## src/rtl/opb_snapshot_bank_simulink2ppc_pkg.sv

```systemverilog
// Shared constants and types for the OPB snapshot bank.
// Build option: SNAPSHOT_COUNTER_EN adds the SNAPCNT capture counter.
package opb_snapshot_bank_simulink2ppc_pkg;

    localparam int ARM_BIT  = 31;
    localparam int DONE_BIT = 30;
    localparam int AUTO_BIT = 29;

    localparam logic [29:0] CTRL_OFF = 30'd0;
    localparam logic [29:0] SNAP_OFF = 30'd1;

    typedef enum logic [1:0] {
        IDLE,
        ACK,
        HOLD
    } opb_state_e;

    // SNAPCNT sits directly after the last SNAP word
    function automatic logic [29:0] snapcnt_off(input int n_ch);
        return 30'(n_ch + 1);
    endfunction

endpackage

```

## src/rtl/opb_snapshot_bank_simulink2ppc_if.sv

```systemverilog
// OPB slave bus bundle for the snapshot bank.
// Bit 0 is the MSB on every vector, as on the OPB.
interface opb_snapshot_bank_simulink2ppc_if;

    logic [0:31] OPB_ABus;
    logic [0:3]  OPB_BE;
    logic [0:31] OPB_DBus;
    logic        OPB_RNW;
    logic        OPB_select;
    logic        OPB_seqAddr;
    logic [0:31] Sl_DBus;
    logic        Sl_xferAck;
    logic        Sl_errAck;
    logic        Sl_retry;
    logic        Sl_toutSup;

    modport master (
        output OPB_ABus, OPB_BE, OPB_DBus,
        output OPB_RNW, OPB_select, OPB_seqAddr,
        input  Sl_DBus, Sl_xferAck, Sl_errAck,
        input  Sl_retry, Sl_toutSup
    );

    modport slave (
        input  OPB_ABus, OPB_BE, OPB_DBus,
        input  OPB_RNW, OPB_select, OPB_seqAddr,
        output Sl_DBus, Sl_xferAck, Sl_errAck,
        output Sl_retry, Sl_toutSup
    );

endinterface

```

## src/rtl/opb_snapshot_bank_simulink2ppc_opb_slave_fsm.sv

```systemverilog
// OPB slave decode and single-beat ack FSM.
// Latches the beat, acks one cycle later, waits for select to drop.
module opb_slave_fsm
    import opb_snapshot_bank_simulink2ppc_pkg::*;
#(
    parameter logic [31:0] C_BASEADDR = 32'h01000900,
    parameter logic [31:0] C_HIGHADDR = 32'h010009FF
) (
    input  logic        clk_i,
    input  logic        rst_i,
    opb_snapshot_bank_simulink2ppc_if.slave bus,
    output logic [29:0] reg_index_o,
    output logic        wr_strobe_o,
    output logic [0:31] wr_data_o,
    output logic [0:3]  wr_be_o,
    input  logic [0:31] rd_data_i
);

    logic [31:0] addr;
    logic [31:0] offset;
    logic        hit;
    logic [2:0]  unused_bits;

    opb_state_e  state_q;
    logic        ack_q;
    logic        rnw_q;
    logic [29:0] idx_q;
    logic [0:31] wdata_q;
    logic [0:3]  be_q;

    assign addr   = bus.OPB_ABus;
    assign offset = addr - C_BASEADDR;
    assign hit    = bus.OPB_select
                 && (addr >= C_BASEADDR)
                 && (addr <= C_HIGHADDR);

    assign unused_bits = {bus.OPB_seqAddr, offset[1:0]};

    always_ff @(posedge clk_i) begin
        if (rst_i) begin
            state_q <= IDLE;
            ack_q   <= 1'b0;
            rnw_q   <= 1'b0;
            idx_q   <= '0;
            wdata_q <= '0;
            be_q    <= '0;
        end else begin
            unique case (state_q)
                IDLE: begin
                    if (hit) begin
                        state_q <= ACK;
                        ack_q   <= 1'b1;
                        rnw_q   <= bus.OPB_RNW;
                        idx_q   <= offset[31:2];
                        wdata_q <= bus.OPB_DBus;
                        be_q    <= bus.OPB_BE;
                    end
                end
                ACK: begin
                    state_q <= HOLD;
                    ack_q   <= 1'b0;
                end
                HOLD: begin
                    if (!bus.OPB_select) state_q <= IDLE;
                end
                default: begin
                    state_q <= IDLE;
                    ack_q   <= 1'b0;
                end
            endcase
        end
    end

    assign reg_index_o = idx_q;
    assign wr_strobe_o = ack_q && !rnw_q;
    assign wr_data_o   = wdata_q;
    assign wr_be_o     = be_q;

    assign bus.Sl_xferAck = ack_q;
    assign bus.Sl_DBus    = (ack_q && rnw_q) ? rd_data_i : '0;
    assign bus.Sl_errAck  = 1'b0;
    assign bus.Sl_retry   = 1'b0;
    assign bus.Sl_toutSup = 1'b0;

endmodule

```

## src/rtl/opb_snapshot_bank_simulink2ppc.sv

```systemverilog
// N_CH-word atomic snapshot bank served over OPB.
// Build option: SNAPSHOT_COUNTER_EN enables the SNAPCNT counter.
module opb_snapshot_bank_simulink2ppc
    import opb_snapshot_bank_simulink2ppc_pkg::*;
#(
    parameter logic [31:0] C_BASEADDR   = 32'h01000900,
    parameter logic [31:0] C_HIGHADDR   = 32'h010009FF,
    parameter int          C_OPB_AWIDTH = 32,
    parameter int          C_OPB_DWIDTH = 32,
    parameter string       C_FAMILY     = "virtex5",
    parameter int          N_CH         = 4
) (
    input  logic                 OPB_Clk,
    input  logic                 OPB_Rst,
    opb_snapshot_bank_simulink2ppc_if.slave opb,
    input  logic [N_CH*32-1:0]   user_data_in,
    input  logic                 user_valid,
    output logic                 snap_done
);

    localparam int    unused_aw     = C_OPB_AWIDTH;
    localparam int    unused_dw     = C_OPB_DWIDTH;
    localparam string unused_family = C_FAMILY;

    logic [29:0] reg_index;
    logic        wr_strobe;
    logic [0:31] wr_data;
    logic [0:3]  wr_be;
    logic [0:31] rd_data;
    logic [32:0] unused_wr;

    logic        arm_q, arm_d;
    logic        done_q, done_d;
    logic        auto_q, auto_d;
    logic [31:0] bank_q [N_CH];
    logic        capture;
    logic        ctrl_wr;

    opb_slave_fsm #(
        .C_BASEADDR (C_BASEADDR),
        .C_HIGHADDR (C_HIGHADDR)
    ) u_fsm (
        .clk_i       (OPB_Clk),
        .rst_i       (OPB_Rst),
        .bus         (opb),
        .reg_index_o (reg_index),
        .wr_strobe_o (wr_strobe),
        .wr_data_o   (wr_data),
        .wr_be_o     (wr_be),
        .rd_data_i   (rd_data)
    );

    assign unused_wr = {wr_data[0:28], wr_data[DONE_BIT], wr_be[0:2]};

    assign capture = arm_q && user_valid;
    assign ctrl_wr = wr_strobe && (reg_index == CTRL_OFF) && wr_be[3];

    // capture resolves first; a same-edge arm write then wins
    always_comb begin
        arm_d  = arm_q;
        done_d = done_q;
        auto_d = auto_q;
        if (capture) begin
            done_d = 1'b1;
            if (!auto_q) arm_d = 1'b0;
        end
        if (ctrl_wr) begin
            auto_d = wr_data[AUTO_BIT];
            if (wr_data[ARM_BIT]) begin
                arm_d  = 1'b1;
                done_d = 1'b0;
            end
        end
    end

    always_ff @(posedge OPB_Clk) begin
        if (OPB_Rst) begin
            arm_q  <= 1'b0;
            done_q <= 1'b0;
            auto_q <= 1'b0;
            for (int n = 0; n < N_CH; n++) bank_q[n] <= '0;
        end else begin
            arm_q  <= arm_d;
            done_q <= done_d;
            auto_q <= auto_d;
            if (capture) begin
                for (int n = 0; n < N_CH; n++)
                    bank_q[n] <= user_data_in[n*32 +: 32];
            end
        end
    end

`ifdef SNAPSHOT_COUNTER_EN
    logic [31:0] cnt_q;

    always_ff @(posedge OPB_Clk) begin
        if (OPB_Rst)      cnt_q <= '0;
        else if (capture) cnt_q <= cnt_q + 32'd1;
    end
`endif

    always_comb begin
        rd_data = '0;
        if (reg_index == CTRL_OFF) begin
            rd_data[ARM_BIT]  = arm_q;
            rd_data[DONE_BIT] = done_q;
            rd_data[AUTO_BIT] = auto_q;
        end
        for (int n = 0; n < N_CH; n++) begin
            if (reg_index == SNAP_OFF + 30'(n)) rd_data = bank_q[n];
        end
`ifdef SNAPSHOT_COUNTER_EN
        if (reg_index == snapcnt_off(N_CH)) rd_data = cnt_q;
`endif
    end

    assign snap_done = done_q;

endmodule

```

## src/flat_wrapper.sv

```systemverilog
// flat-port wrapper written by rule: the top's interface ports become plain ports
module opb_snapshot_bank_simulink2ppc_flat import opb_snapshot_bank_simulink2ppc_pkg::*;
#(
    parameter logic [31:0] C_BASEADDR   = 32'h01000900,
    parameter logic [31:0] C_HIGHADDR   = 32'h010009FF,
    parameter int          C_OPB_AWIDTH = 32,
    parameter int          C_OPB_DWIDTH = 32,
    parameter string       C_FAMILY     = "       ",
    parameter int          N_CH         = 4
)
  (OPB_Clk, OPB_Rst, user_data_in, user_valid, snap_done, opb_OPB_ABus, opb_OPB_BE, opb_OPB_DBus, opb_OPB_RNW, opb_OPB_select, opb_OPB_seqAddr, opb_Sl_DBus, opb_Sl_xferAck, opb_Sl_errAck, opb_Sl_retry, opb_Sl_toutSup);
  opb_snapshot_bank_simulink2ppc_if opb_i ();
  input  logic OPB_Clk;
  input  logic OPB_Rst;
  input  logic [N_CH*32-1:0] user_data_in;
  input  logic user_valid;
  output logic snap_done;
  input wire logic [$bits(opb_i.OPB_ABus)-1:0] opb_OPB_ABus;
  input wire logic [$bits(opb_i.OPB_BE)-1:0] opb_OPB_BE;
  input wire logic [$bits(opb_i.OPB_DBus)-1:0] opb_OPB_DBus;
  input wire logic [$bits(opb_i.OPB_RNW)-1:0] opb_OPB_RNW;
  input wire logic [$bits(opb_i.OPB_select)-1:0] opb_OPB_select;
  input wire logic [$bits(opb_i.OPB_seqAddr)-1:0] opb_OPB_seqAddr;
  output wire logic [$bits(opb_i.Sl_DBus)-1:0] opb_Sl_DBus;
  output wire logic [$bits(opb_i.Sl_xferAck)-1:0] opb_Sl_xferAck;
  output wire logic [$bits(opb_i.Sl_errAck)-1:0] opb_Sl_errAck;
  output wire logic [$bits(opb_i.Sl_retry)-1:0] opb_Sl_retry;
  output wire logic [$bits(opb_i.Sl_toutSup)-1:0] opb_Sl_toutSup;
  assign opb_i.OPB_ABus = opb_OPB_ABus;
  assign opb_i.OPB_BE = opb_OPB_BE;
  assign opb_i.OPB_DBus = opb_OPB_DBus;
  assign opb_i.OPB_RNW = opb_OPB_RNW;
  assign opb_i.OPB_select = opb_OPB_select;
  assign opb_i.OPB_seqAddr = opb_OPB_seqAddr;
  assign opb_Sl_DBus = opb_i.Sl_DBus;
  assign opb_Sl_xferAck = opb_i.Sl_xferAck;
  assign opb_Sl_errAck = opb_i.Sl_errAck;
  assign opb_Sl_retry = opb_i.Sl_retry;
  assign opb_Sl_toutSup = opb_i.Sl_toutSup;
  opb_snapshot_bank_simulink2ppc #(.C_BASEADDR(C_BASEADDR), .C_HIGHADDR(C_HIGHADDR), .C_OPB_AWIDTH(C_OPB_AWIDTH), .C_OPB_DWIDTH(C_OPB_DWIDTH), .C_FAMILY(C_FAMILY), .N_CH(N_CH)) u_core (.OPB_Clk(OPB_Clk), .OPB_Rst(OPB_Rst), .opb(opb_i), .user_data_in(user_data_in), .user_valid(user_valid), .snap_done(snap_done));
endmodule
```

## config.mk

```make
export PLATFORM = sky130hd
export DESIGN_NAME = opb_snapshot_bank_simulink2ppc_flat
export DESIGN_NICKNAME = d
export VERILOG_FILES = /design/src/rtl/opb_snapshot_bank_simulink2ppc_pkg.sv /design/src/rtl/opb_snapshot_bank_simulink2ppc_if.sv /design/src/rtl/opb_snapshot_bank_simulink2ppc_opb_slave_fsm.sv /design/src/rtl/opb_snapshot_bank_simulink2ppc.sv /design/src/flat_wrapper.sv
export SDC_FILE = /design/constraint.sdc
export NUM_CORES = 1
export LEC_CHECK = 0
export BUFFER_PORTS_ARGS = -buffer_cell sky130_fd_sc_hd__buf_4
export CAP_MARGIN = 5
export CORE_MARGIN = 2
export CORE_UTILIZATION = 44
export DETAILED_ROUTE_END_ITERATION = 10
export GPL_TIMING_DRIVEN = 0
export PLACE_DENSITY = 0.71
export SYNTH_ARGS = -nofsm -noshare
export SYNTH_HDL_FRONTEND = slang
export SYNTH_HIERARCHICAL = 1
export SYNTH_SLANG_ARGS = --single-unit
```

## constraint.sdc

```tcl
create_clock -name OPB_Clk -period 4.14 [get_ports OPB_Clk]
set_input_delay 0.828 -clock OPB_Clk [delete_from_list [all_inputs] [get_ports OPB_Clk]]
set_output_delay 0.828 -clock OPB_Clk [all_outputs]
set_load 0.1 [all_outputs]
```

==> flow_metrics.tcl <==
set metrics [dict create \
    hpwl_um 14800 \
    antenna_cells 0 \
    finalSetupTns_ns 0 \
    critPathKind "flip-flop to primary output" \
    clock.fmax_mhz 271 \
    grt_pass1_wl_um 31300 \
    dp_cells 1101 \
    slew_headroom_pct 50.1 \
    cts.sinks 168 \
    gp_congestion 0.756 \
    synth_area_um2 8100 \
    final_area_um2 10500 \
    drt-total-wl_um 20000 \
    whs_ns 0.439 \
    die_w_um 140 \
    worst_setup_path_end_kind "primary output" \
    die_h_um 140 \
    fin_crit_sh_pct 89.1 \
    hold_violations 0 \
    worstHoldPathCells 2 \
    holdPathEnd "u_core/u_fsm/reg_index_o[26]" \
    ys_warn_count 6 \
    p_leak_nw 4.33 \
    place_ws_ns 0.871 \
    area_delta_synth_final_pct 29.7 \
    tritoncts "done" \
    r2r_start "u_core/arm_q" \
    nets 1095 \
    clockBufferDepth 2 \
    die_area_um2 19500 \
    antenna_found_initial 0 \
    vias_per_cell 5.11 \
    slew_viol_final 0 \
    power.total_mw 3.56 \
    core_um2 18000 \
    critPathLaunchType "flip-flop" \
    drtIter0Drc 316 \
    finalWorstSetupSlack_ns 0.451 \
    fin_util_pct 58.3 \
    numPortBuffers 201 \
    status "finished clean" \
    ios 239 \
    first_global_vias 5873 \
    holdCritPathClass "flip-flop to flip-flop" \
    required_ns 3.31 \
    std_cell_rows 49 \
    drtPass1Iterations 5 \
    root_buffer "clkbuf_16" \
    fin_crit_ns 3.69 \
    placed_cell_area_um2 9960 \
    rsz0062_at_grt "no" \
    fin_cells 1133 \
    htree_levels 4 \
    path_clk_slew_ns 0.06 \
    cts_made_buffers 17 \
    overflow 0 \
    track_usage_pct 20.8 \
    r2r_cells 5 \
    drc 0 \
    start_util_pct 44.9 \
    clk_latency_ns 0.42 \
    worstReg2RegEnd "u_core/bank_q[0][3]" \
    drive_gt1_share_pct 39.9 \
    cts_resized 0 \
    hold_start "u_core/u_fsm/reg_index_o[26]" \
    setup_viol 0 \
    fillers 1594 \
    syn_inst 667 \
    grt_max_degree 52 \
    syn_avg_cell_area_um2 12.1 \
    vias 5784 \
    tightestPinTransition_ns 0.748 \
    rrSetupSlack_ns 2.20 \
    skew_ns 0.00900 \
    cts_setup_buffers 0 \
    wl_per_cell_um 17.6 \
    cp.arrival_ns 2.86 \
    cp_max_fo 10 \
    max-vdd-ir-drop_mv 0.305 \
    postCtsHoldBufs 0 \
    max-cap-violations 0 \
    ant_nets 0 \
    power_density_nw_per_um2 339 \
]
## state kept, by name (all words and copies together) (netlist names)
signal	flops
u_core/auto_q	1
u_core/u_fsm/state_q	2
u_core/u_fsm/reg_index_o	30
u_core/u_fsm/rnw_q	1
u_core/snap_done	1
u_core/arm_q	1
u_core/u_fsm/wr_data_o	2
u_core/bank_q	128
u_core/u_fsm/wr_be_o	1
u_core/u_fsm/bus.Sl_xferAck	1
## final cells by class
type | count | area (um^2) | area share (%)
inverters | 3 | 11.3 | 0.107
clock inverters | 15 | 118 | 1.12
repair buffers | 203 | 1560 | 14.9
flip-flops and latches | 168 | 4640 | 44.2
well taps | 229 | 287 | 2.73
clock buffers | 17 | 425 | 4.05
plain buffers | 63 | 347 | 3.30
multi-input cells | 435 | 3110 | 29.6
## cells in the final DEF (no fill, tap or decap), types with 14 or more instances in the layout
| cell type | n |
|---|---|
| a21oi_1 | 14 |
| a22o_1 | 29 |
| a22oi_2 | 30 |
| and2_1 | 129 |
| and3_1 | 34 |
| buf_4 | 206 |
| clkbuf_1 | 39 |
| clkbuf_16 | 17 |
| dfxtp_1 | 40 |
| edfxtp_1 | 128 |
| mux2_2 | 29 |
| nand2_1 | 64 |
| nor2_2 | 30 |
## power breakdown
| group | internal (mW) | leakage, nW | switching, mW |
|---|---|---|---|
| sequential | 1.87 | 1.54 | 0.0194 |
| clock | 0.778 | 0.258 | 0.683 |
| combinational | 0.128 | 2.54 | 0.0849 |
## per-layer routing
metal | track usage, % | wire (um)
met1 | 27.4 | 8740
met2 | 34.4 | 9780
met3 | 5.61 | 1180
met4 | 5.05 | 250
met5 | 0 | 0
## how the worst max path moves through the flow
stage                                     start                    to  slack, ns  depth (start not counted)
floorplan           u_core/u_fsm/reg_index_o[5]       opb_Sl_DBus[21]       1.01                          7
global placement                        OPB_Rst  u_core/bank_q[1][16]       0.43                          2
detailed placement  u_core/u_fsm/reg_index_o[0]       opb_Sl_DBus[10]       0.87                          8
CTS                 u_core/u_fsm/reg_index_o[0]       opb_Sl_DBus[10]       0.40                          8
global route        u_core/u_fsm/reg_index_o[0]       opb_Sl_DBus[10]       0.25                          8
finish              u_core/u_fsm/reg_index_o[1]       opb_Sl_DBus[10]       0.45                          8
## worst max-delay path: stages, from the launching register on
cell,delay (ns)
dfxtp_1,0.32
buf_2,0.20
clkbuf_1,0.60
mux2_2,0.42
a22o_1,0.20
a22oi_2,0.14
nor2_2,0.04
and3_1,0.25
buf_4,0.25
(Power assumes the default switching activity.)
